[src/rtl/volume_scaler.sv]
// Stereo volume stage: sign-magnitude gain multiply with per-sample gain ramping
// and a soft-mute FSM; three-cycle pipeline from Strobe to Out_Valid.
module volume_scaler #(
    parameter int AUDIO_W = 16,
    parameter int GAIN_W  = 16,
    parameter int STEP    = 64
) (
    input  logic                       Clk,
    input  logic                       nReset,
    input  logic                       Strobe,
    input  logic [AUDIO_W-1:0]         Audio_L,
    input  logic [AUDIO_W-1:0]         Audio_R,
    input  logic [GAIN_W-1:0]          Gain_L,
    input  logic [GAIN_W-1:0]          Gain_R,
    input  logic                       Mute,
    output logic [AUDIO_W+GAIN_W-1:0]  Out_L,
    output logic [AUDIO_W+GAIN_W-1:0]  Out_R,
    output logic                       Out_Valid,
    output logic                       Muted,
    output logic [1:0]                 Dbg_State
);
    localparam int OUT_W = AUDIO_W + GAIN_W;
    localparam logic [GAIN_W-1:0] STEP_G = GAIN_W'(STEP);

    typedef enum logic [1:0] {
        UNMUTED   = 2'd0,
        RAMP_DOWN = 2'd1,
        MUTED     = 2'd2,
        RAMP_UP   = 2'd3
    } state_t;

    state_t            state, state_nxt;
    logic [GAIN_W-1:0] g_l, g_r, g_l_nxt, g_r_nxt, t_l, t_r;

    // One ramp step toward t, landing exactly on t when within STEP.
    function automatic logic [GAIN_W-1:0] ramp(input logic [GAIN_W-1:0] g,
                                               input logic [GAIN_W-1:0] t);
        if (t >= g) ramp = ((t - g) <= STEP_G) ? t : g + STEP_G;
        else        ramp = ((g - t) <= STEP_G) ? t : g - STEP_G;
    endfunction

    always_comb begin
        state_nxt = state;
        t_l       = Mute ? '0 : Gain_L;
        t_r       = Mute ? '0 : Gain_R;
        g_l_nxt   = ramp(g_l, t_l);
        g_r_nxt   = ramp(g_r, t_r);
        case (state)
            UNMUTED:   if (Mute) state_nxt = RAMP_DOWN;
            RAMP_DOWN: begin
                if (!Mute)                                state_nxt = RAMP_UP;
                else if (g_l_nxt == '0 && g_r_nxt == '0)  state_nxt = MUTED;
            end
            MUTED:     if (!Mute) state_nxt = RAMP_UP;
            RAMP_UP: begin
                if (Mute)                                          state_nxt = RAMP_DOWN;
                else if (g_l_nxt == Gain_L && g_r_nxt == Gain_R)   state_nxt = UNMUTED;
            end
            default:   state_nxt = MUTED;
        endcase
    end

    always_ff @(posedge Clk or negedge nReset) begin
        if (!nReset) begin
            state <= MUTED;
            g_l   <= '0;
            g_r   <= '0;
        end else if (Strobe) begin
            state <= state_nxt;
            g_l   <= g_l_nxt;
            g_r   <= g_r_nxt;
        end
    end

    assign Muted     = (state == MUTED);
    assign Dbg_State = state;

    logic                s1_valid, s1_sign_l, s1_sign_r;
    logic [AUDIO_W-1:0]  s1_abs_l, s1_abs_r;
    logic [GAIN_W-1:0]   s1_g_l, s1_g_r;
    logic                s2_valid, s2_sign_l, s2_sign_r;
    logic [OUT_W-1:0]    s2_prod_l, s2_prod_r;

    // Magnitude fits unsigned AUDIO_W bits even for the most negative sample.
    always_ff @(posedge Clk or negedge nReset) begin
        if (!nReset) begin
            s1_valid  <= 1'b0;
            s1_sign_l <= 1'b0;
            s1_sign_r <= 1'b0;
            s1_abs_l  <= '0;
            s1_abs_r  <= '0;
            s1_g_l    <= '0;
            s1_g_r    <= '0;
            s2_valid  <= 1'b0;
            s2_sign_l <= 1'b0;
            s2_sign_r <= 1'b0;
            s2_prod_l <= '0;
            s2_prod_r <= '0;
            Out_L     <= '0;
            Out_R     <= '0;
            Out_Valid <= 1'b0;
        end else begin
            s1_valid  <= Strobe;
            if (Strobe) begin
                s1_sign_l <= Audio_L[AUDIO_W-1];
                s1_sign_r <= Audio_R[AUDIO_W-1];
                s1_abs_l  <= Audio_L[AUDIO_W-1] ? -Audio_L : Audio_L;
                s1_abs_r  <= Audio_R[AUDIO_W-1] ? -Audio_R : Audio_R;
                s1_g_l    <= g_l;
                s1_g_r    <= g_r;
            end
            s2_valid <= s1_valid;
            if (s1_valid) begin
                s2_sign_l <= s1_sign_l;
                s2_sign_r <= s1_sign_r;
                s2_prod_l <= OUT_W'(s1_abs_l) * OUT_W'(s1_g_l);
                s2_prod_r <= OUT_W'(s1_abs_r) * OUT_W'(s1_g_r);
            end
            Out_Valid <= s2_valid;
            if (s2_valid) begin
                Out_L <= s2_sign_l ? -s2_prod_l : s2_prod_l;
                Out_R <= s2_sign_r ? -s2_prod_r : s2_prod_r;
            end
        end
    end
endmodule

[config.mk]
export PLATFORM = sky130hd
export DESIGN_NAME = volume_scaler
export DESIGN_NICKNAME = d
export VERILOG_FILES = /design/src/rtl/volume_scaler.sv
export SDC_FILE = /design/constraint.sdc
export NUM_CORES = 2
export LEC_CHECK = 0
export CORE_UTILIZATION = 55
export DETAILED_ROUTE_END_ITERATION = 12
export PLACE_DENSITY = 0.83
export SYNTH_ARGS = -nofsm -noshare
export SYNTH_HDL_FRONTEND = slang
export SYNTH_SLANG_ARGS = --single-unit
[constraint.sdc]
create_clock -name Clk -period 17.83 [get_ports Clk]
set_input_delay 1.783 -clock Clk [delete_from_list [all_inputs] [get_ports Clk]]
set_output_delay 1.783 -clock Clk [all_outputs]
set_load 0.1 [all_outputs]
Word-level counts from Yosys, hierarchy flattened
Index checks and enable logic that the tools add are counted.
{"block": "op_classes", "addsub": 12, "n_mul": 2, "magnitude_cmp": 6, "eq_ne": 9, "n_mux": 19, "n_reduce_logical": 6}
{"op": "$mux 16", "n": 10}
{"op": "$le 16x7->1 const B", "n": 4}
{"op": "$mul 16x16->32", "n": 2}
{"op": "$mux 32", "n": 2}
{"op": "$neg 32->32", "n": 2}
{"op": "$sub 16x16->16", "n": 4}
{"op": "$add 16x7->16 const B", "n": 2}
{"op": "$eq 16x16->1", "n": 2}
{"op": "$ge 16x16->1", "n": 2}
{"op": "$logic_not 16->1", "n": 2}
{"op": "$neg 16->16", "n": 2}
{"op": "$sub 16x7->16 const B", "n": 2}
{"op": "$mux 2", "n": 6}
{"op": "$pmux 2 s4", "n": 1}
{"op": "$ne 3x3->1 const B", "n": 2}
{"op": "$reduce_and 5->1", "n": 1}
{"op": "$eq 2x2->1 const B", "n": 2}
{"op": "$ne 2x2->1 const B", "n": 2}
{"op": "$eq 2x1->1 const B", "n": 1}
{"op": "$logic_and 1x1->1", "n": 2}
{"op": "$logic_not 2->1", "n": 1}
{"block": "totals", "ff_bits": 233, "input_bits": 68, "word_cells": 72}

Longest topological paths before layout
{"block": "logic_depth", "ltp_word": 10, "mapped_depth": 28}

Least setup slack after synthesis
No wires, ideal clock.
{"block": "synth_path", "path_kind": "input-to-reg", "startpoint": "in Mute", "endpoint": "reg state[1], in the netlist Dbg_State[1]", "setup_time_ns": 0.085, "arrival_time_ns": 6.719, "t_required_ns": 17.745, "setup_slack_ns": 11.027, "path_stages": 23, "path_buffers": 5, "path_cell_list": "buf_2 > inv_1 > clkbuf_1 > clkbuf_1 > clkbuf_1 > nand2_1 > inv_1 > ha_1 > clkbuf_1 > and3_1 > o21ai_0 > nand3b_1 > a2111oi_0 > nor3_1 > and4_1 > and3_1 > or3_1 > a31oi_1 > mux2_4 > a211oi_2 > nand4_1 > o31ai_2 > mux2_1"}
{"block": "synth_between", "elab_chain_len": 9}
{"element": "start, declared", "line_no": "15", "rtl": "input logic Mute,"}
{"element": "$mux 16 (on tied branches)", "line_no": "44, 45"}
{"element": "$sub 16x16->16 (on tied branches)", "line_no": "39, 38"}
{"element": "$le 16x7->1 (on tied branches)", "line_no": "39, 38"}
{"element": "$mux 16 (on tied branches)", "line_no": "39, 38"}
{"element": "$mux 16", "line_no": "38", "rtl": "if (t >= g) ramp = ((t - g) <= STEP_G) ? t : g + STEP_G;"}
{"element": "$eq 16x16->1 or $logic_not 16->1 (tied branches)", "line_no": "57, 52"}
{"element": "$logic_and 1x1->1 (on tied branches)", "line_no": "57, 52"}
{"element": "$ne 3x3->1 (no source line)"}
{"element": "$reduce_and 5->1 (no source line)"}
{"element": "end signal, assigned", "line_no": "69", "rtl": "state <= state_nxt;"}
{"element": "end, declared", "line_no": "32", "rtl": "state_t state, state_nxt;"}
Parallel ways exist; a longest one is shown, timed or not.
A chain may end at the register's enable or synchronous reset.

Worst setup path after layout
{"block": "layout_path", "startpoint": "reg s1_abs_l[7]", "endpoint": "reg s2_prod_l[31]"}
{"block": "layout_between", "elab_chain_len": 1}
{"element": "start, declared", "line_no": "79", "rtl": "logic [AUDIO_W-1:0] s1_abs_l, s1_abs_r;"}
{"element": "start signal, assigned", "line_no": "107", "rtl": "s1_abs_l <= Audio_L[AUDIO_W-1] ? -Audio_L : Audio_L;"}
{"element": "$mul 16x16->32", "line_no": "116", "rtl": "s2_prod_l <= OUT_W'(s1_abs_l) * OUT_W'(s1_g_l);"}
{"element": "end signal, assigned", "line_no": "116"}
{"element": "end, declared", "line_no": "82", "rtl": "logic [OUT_W-1:0] s2_prod_l, s2_prod_r;"}
No other way between the ends.

==> impl_metrics.prom <==
# TYPE chip_impl_metric gauge
chip_impl_metric{name="floorplan.initialDensity",unit="%"} 55.6
chip_impl_metric{name="cts-resized-gates",unit=""} 0
chip_impl_metric{name="clk_latency",unit="ns"} 0.57
chip_impl_metric{name="multi_input_area",unit="um2"} 24200
chip_impl_metric{name="average_footprint_of_a_synthesized_cell",unit="um2"} 8.68
chip_impl_info{name="yosys.area.top_type",value="sky130_fd_sc_hd__fa_1"} 1
chip_impl_metric{name="num-fill-cells",unit=""} 4973
chip_impl_metric{name="fin_setup_tns",unit="ns"} 0
chip_impl_metric{name="tightestPinTransition",unit="ns"} 1.14
chip_impl_metric{name="drtAntennaViolNets",unit=""} 0
chip_impl_metric{name="worst_path_fanout_max",unit=""} 17
chip_impl_metric{name="grt_max_degree",unit=""} 123
chip_impl_metric{name="worst_setup_hold_path_clk_slew",unit="ns"} 0.06
chip_impl_info{name="crit_slowest_cell",value="sky130_fd_sc_hd__dfrtp_1"} 1
chip_impl_metric{name="grt_first_pass_wirelength",unit="mm"} 141
chip_impl_metric{name="detailed_place.area",unit="um2"} 34600
chip_impl_metric{name="globalRouteMet1Util",unit="%"} 40.5
chip_impl_metric{name="worst_slew_margin_rel",unit="%"} 23.9
chip_impl_metric{name="grt_antenna_before_repair",unit=""} 3
chip_impl_info{name="synth.area.top_cells",value="sky130_fd_sc_hd__fa_1, sky130_fd_sc_hd__dfrtp_1, sky130_fd_sc_hd__ha_1"} 1
chip_impl_metric{name="totalWireLength",unit="mm"} 85.7
chip_impl_metric{name="number_of_buffers_added_by_the_clock_tree_synthesis_step",unit=""} 27
chip_impl_metric{name="synth-async-reset-ratio",unit="%"} 100
chip_impl_metric{name="place_hpwl",unit="mm"} 66.3
chip_impl_info{name="timing.hold.worst.class",value="reg2reg"} 1
chip_impl_metric{name="stdcell_count",unit=""} 4584
chip_impl_metric{name="setup_slack",unit="ns"} 10.32
chip_impl_metric{name="floorplan.die.height",unit="um"} 246
chip_impl_info{name="cts_root_buf",value="sky130_fd_sc_hd__clkbuf_16"} 1
chip_impl_metric{name="drive_above_1_share",unit="%"} 5.09
chip_impl_metric{name="first_drt_pass_iteration_count",unit=""} 9
chip_impl_metric{name="synthToLayoutAreaGrowth",unit="%"} 8.24
chip_impl_metric{name="timing.critical_path.arrival",unit="ns"} 7.92
chip_impl_info{name="cp-end-kind",value="register"} 1
chip_impl_info{name="critical_path.startpoint_type",value="register"} 1
chip_impl_metric{name="setup_viol_count_final",unit=""} 0
chip_impl_metric{name="htree_num_levels",unit=""} 1
chip_impl_metric{name="ff_latch_area",unit="um2"} 5840
chip_impl_metric{name="worst_clock_skew",unit="ns"} 0.0290
chip_impl_metric{name="core_area",unit="um2"} 59000
chip_impl_metric{name="grt_use_met3",unit="%"} 4.83
chip_impl_metric{name="fp.dieW",unit="um"} 246
chip_impl_info{name="timing_worst_setup_path_type",value="reg2reg"} 1
chip_impl_metric{name="clock_path_buffers",unit=""} 3
chip_impl_metric{name="critical_path.max_stage_delay",unit="ns"} 0.87
chip_impl_metric{name="tritoncts_num_sinks",unit=""} 233
chip_impl_metric{name="ioPinCount",unit=""} 136
chip_impl_info{name="post-synth-top-count-cell",value="sky130_fd_sc_hd__inv_1"} 1
chip_impl_metric{name="post_synth_net_total",unit=""} 4529
chip_impl_metric{name="number_of_global_route_vias_before_repair",unit=""} 27061
chip_impl_metric{name="viasPerCell",unit=""} 5.82
chip_impl_info{name="status",value="finished clean"} 1
chip_impl_metric{name="synth_edf_count",unit=""} 0
chip_impl_metric{name="final_period_minus_worst_setup_slack",unit="ns"} 7.51
chip_impl_metric{name="total_of_max_cap_violations",unit=""} 0
chip_impl_metric{name="hold_viol",unit=""} 0
chip_impl_metric{name="via_count",unit=""} 26681
chip_impl_metric{name="nets",unit=""} 4537
chip_impl_metric{name="drc",unit=""} 0
chip_impl_metric{name="detail_route.wl_per_cell",unit="um"} 18.7
chip_impl_metric{name="seq_area_frac_synth",unit="%"} 17.8
chip_impl_info{name="grt.busiest_layer",value="met2"} 1
chip_impl_metric{name="timing_max_transition_violations_final",unit=""} 0
chip_impl_info{name="tritoncts_clock_tree",value="yes"} 1
chip_impl_metric{name="buffer_ports.inserted",unit=""} 135
chip_impl_info{name="unrepaired_setup_endpoints_after_global_routing",value="no"} 1
chip_impl_metric{name="place_worst_setup_slack",unit="ns"} 9.94
chip_impl_info{name="synth.cells.most_frequent",value="sky130_fd_sc_hd__inv_1, sky130_fd_sc_hd__nand2_1, sky130_fd_sc_hd__fa_1, sky130_fd_sc_hd__ha_1, sky130_fd_sc_hd__and2_1"} 1
chip_impl_metric{name="synth_cell_types",unit=""} 86
chip_impl_metric{name="globalRouteTotalUtil",unit="%"} 29.0
chip_impl_metric{name="worst_ep_required_time",unit="ns"} 18.24
chip_impl_metric{name="synth_seq_cells",unit=""} 233
chip_impl_metric{name="fp-row-count",unit=""} 89
chip_impl_metric{name="cts_hold_buf",unit=""} 0
chip_impl_metric{name="fin_area",unit="um2"} 35500
chip_impl_info{name="dominantRegCellSynth",value="sky130_fd_sc_hd__dfrtp_1"} 1
chip_impl_metric{name="syn-instance-count",unit=""} 3783
chip_impl_metric{name="placedCellCount",unit=""} 4535
chip_impl_metric{name="detail_route.iter0.violations",unit=""} 2523
chip_impl_metric{name="fp.dieArea",unit="um2"} 60700
chip_impl_metric{name="gp_congestion",unit=""} 1.00
chip_impl_metric{name="yosys_warnings",unit=""} 0
chip_impl_metric{name="gr-usage-met2",unit="%"} 46.3
chip_impl_metric{name="area_fraction_of_the_dominant_cell_type_after_synthesis",unit="%"} 23.7
chip_impl_metric{name="gr-total-overflow",unit=""} 0
chip_impl_info{name="crit_path_most_repeated_cell",value="sky130_fd_sc_hd__fa_1"} 1
chip_impl_metric{name="mappedNetlistArea",unit="um2"} 32800
chip_impl_metric{name="layout_worst_path_cycle_share",unit="%"} 42.1
chip_impl_metric{name="max_freq",unit="MHz"} 133
chip_impl_metric{name="antenna-diode-count",unit=""} 0
chip_impl_info{name="path_cells",value="nand2_1 -> fa_1 -> inv_1 -> fa_1 -> inv_1 -> fa_1 -> inv_1 -> fa_1 -> fa_1 -> inv_1 -> fa_1 -> inv_1 -> ha_1 -> or3_1 -> nor3_1 -> o31ai_1 -> o311ai_0 -> nand3_1 -> and3_1 -> o31ai_1 -> a21oi_1 -> a21oi_1 -> xnor2_1 -> a21oi_1"} 1
chip_impl_metric{name="post-cts-setup-buffer-count",unit=""} 0
## cells in the final DEF (no fill, tap or decap), drive strengths merged, types with 9 or more instances in the layout
master           n
dfrtp          232
nor3            64
a21oi          193
a31o             9
a21o            36
nor2b           17
or4             16
ha             290
a211oi          26
fa             388
a31oi           19
clkdlybuf4s50  133
nand3           53
nor4            15
mux2i           12
nand2b          21
o21a            14
nor2           178
nand4           23
xnor2           83
o31ai           32
o41ai           14
inv            584
o211ai          16
mux2           101
a2111oi         12
or3             46
and3            17
o21bai          13
buf             13
or2              9
o21ai          139
nand2          467
clkbuf          40
xor2           108
and2           253
## cell families after synthesis
logic type	share of synthesized area [%]
and+or+nand+nor	18.2
buffers and inverters	8.58
adders and majority gates	34.7
AOI/OAI and AO/OA	11.8
DFF	17.8
xor gates and xnor gates	5.10
muxes	3.84
## worst max-delay path: cells and delay by family, from the launching register on
family                     cells  cell delay, ns
DFF                            1            0.87
xor gates and xnor gates       1            0.15
AOI/OAI and AO/OA              6            1.52
adders and majority gates      7            3.29
buffers and inverters          5            0.25
and+or+nand+nor                5            1.25
## worst paths after layout
check,startpoint,slack [ns],to,depth (start not counted)
max reg2reg,s1_abs_l[7],10.32,s2_prod_l[31],24
max in group asynchronous,nReset,14.24,s2_valid,3
max,s1_abs_l[7],10.32,s2_prod_l[31],24
min reg2reg,Out_L[0],0.52,Out_L[0],1
min in group asynchronous,nReset,1.19,g_r[3],1
min,Out_L[0],0.52,Out_L[0],1
## layer usage
metal | part of all wire (%) | wire length (um) | up-vias
met1 | 43 | 36900 | 13010
met2 | 45 | 38900 | 1137
met5 | 0.040 | 34 | -
met4 | 3.1 | 2630 | 6
met3 | 8.5 | 7270 | 186
li1 | - | - | 12342
## registers in the layout, summed over array words and instances (netlist names), 16 cells and up
name,flops
Out_R,32
s1_abs_l,16
s1_abs_r,16
g_l,16
s1_g_r,16
s2_prod_l,32
Out_L,32
s2_prod_r,32
g_r,16
s1_g_l,16
## per-stage QoR
stage | util (%) | hold WS, ns
2_1_floorplan | - | 0.352
6_report | 60.2 | 0.521
3_5_place_dp | 58.6 | 0.508
3_3_place_gp | 58.6 | 0.493
4_1_cts | 60.2 | 0.524
5_1_grt | 60.2 | 0.541
## cell type report
class / count / share of cell area (%)
flip-flops and latches: 233 / 16.4
well taps: 773 / 2.72
inverters: 582 / 6.15
clock inverters: 9 / 0.377
multi-input cells: 2801 / 68.0
repair buffers: 146 / 4.04
clock buffers: 40 / 2.24
Power is left out: the tool's default activity adds up to more than one toggle a clock period on the data nets, which glitch-free logic cannot reach.
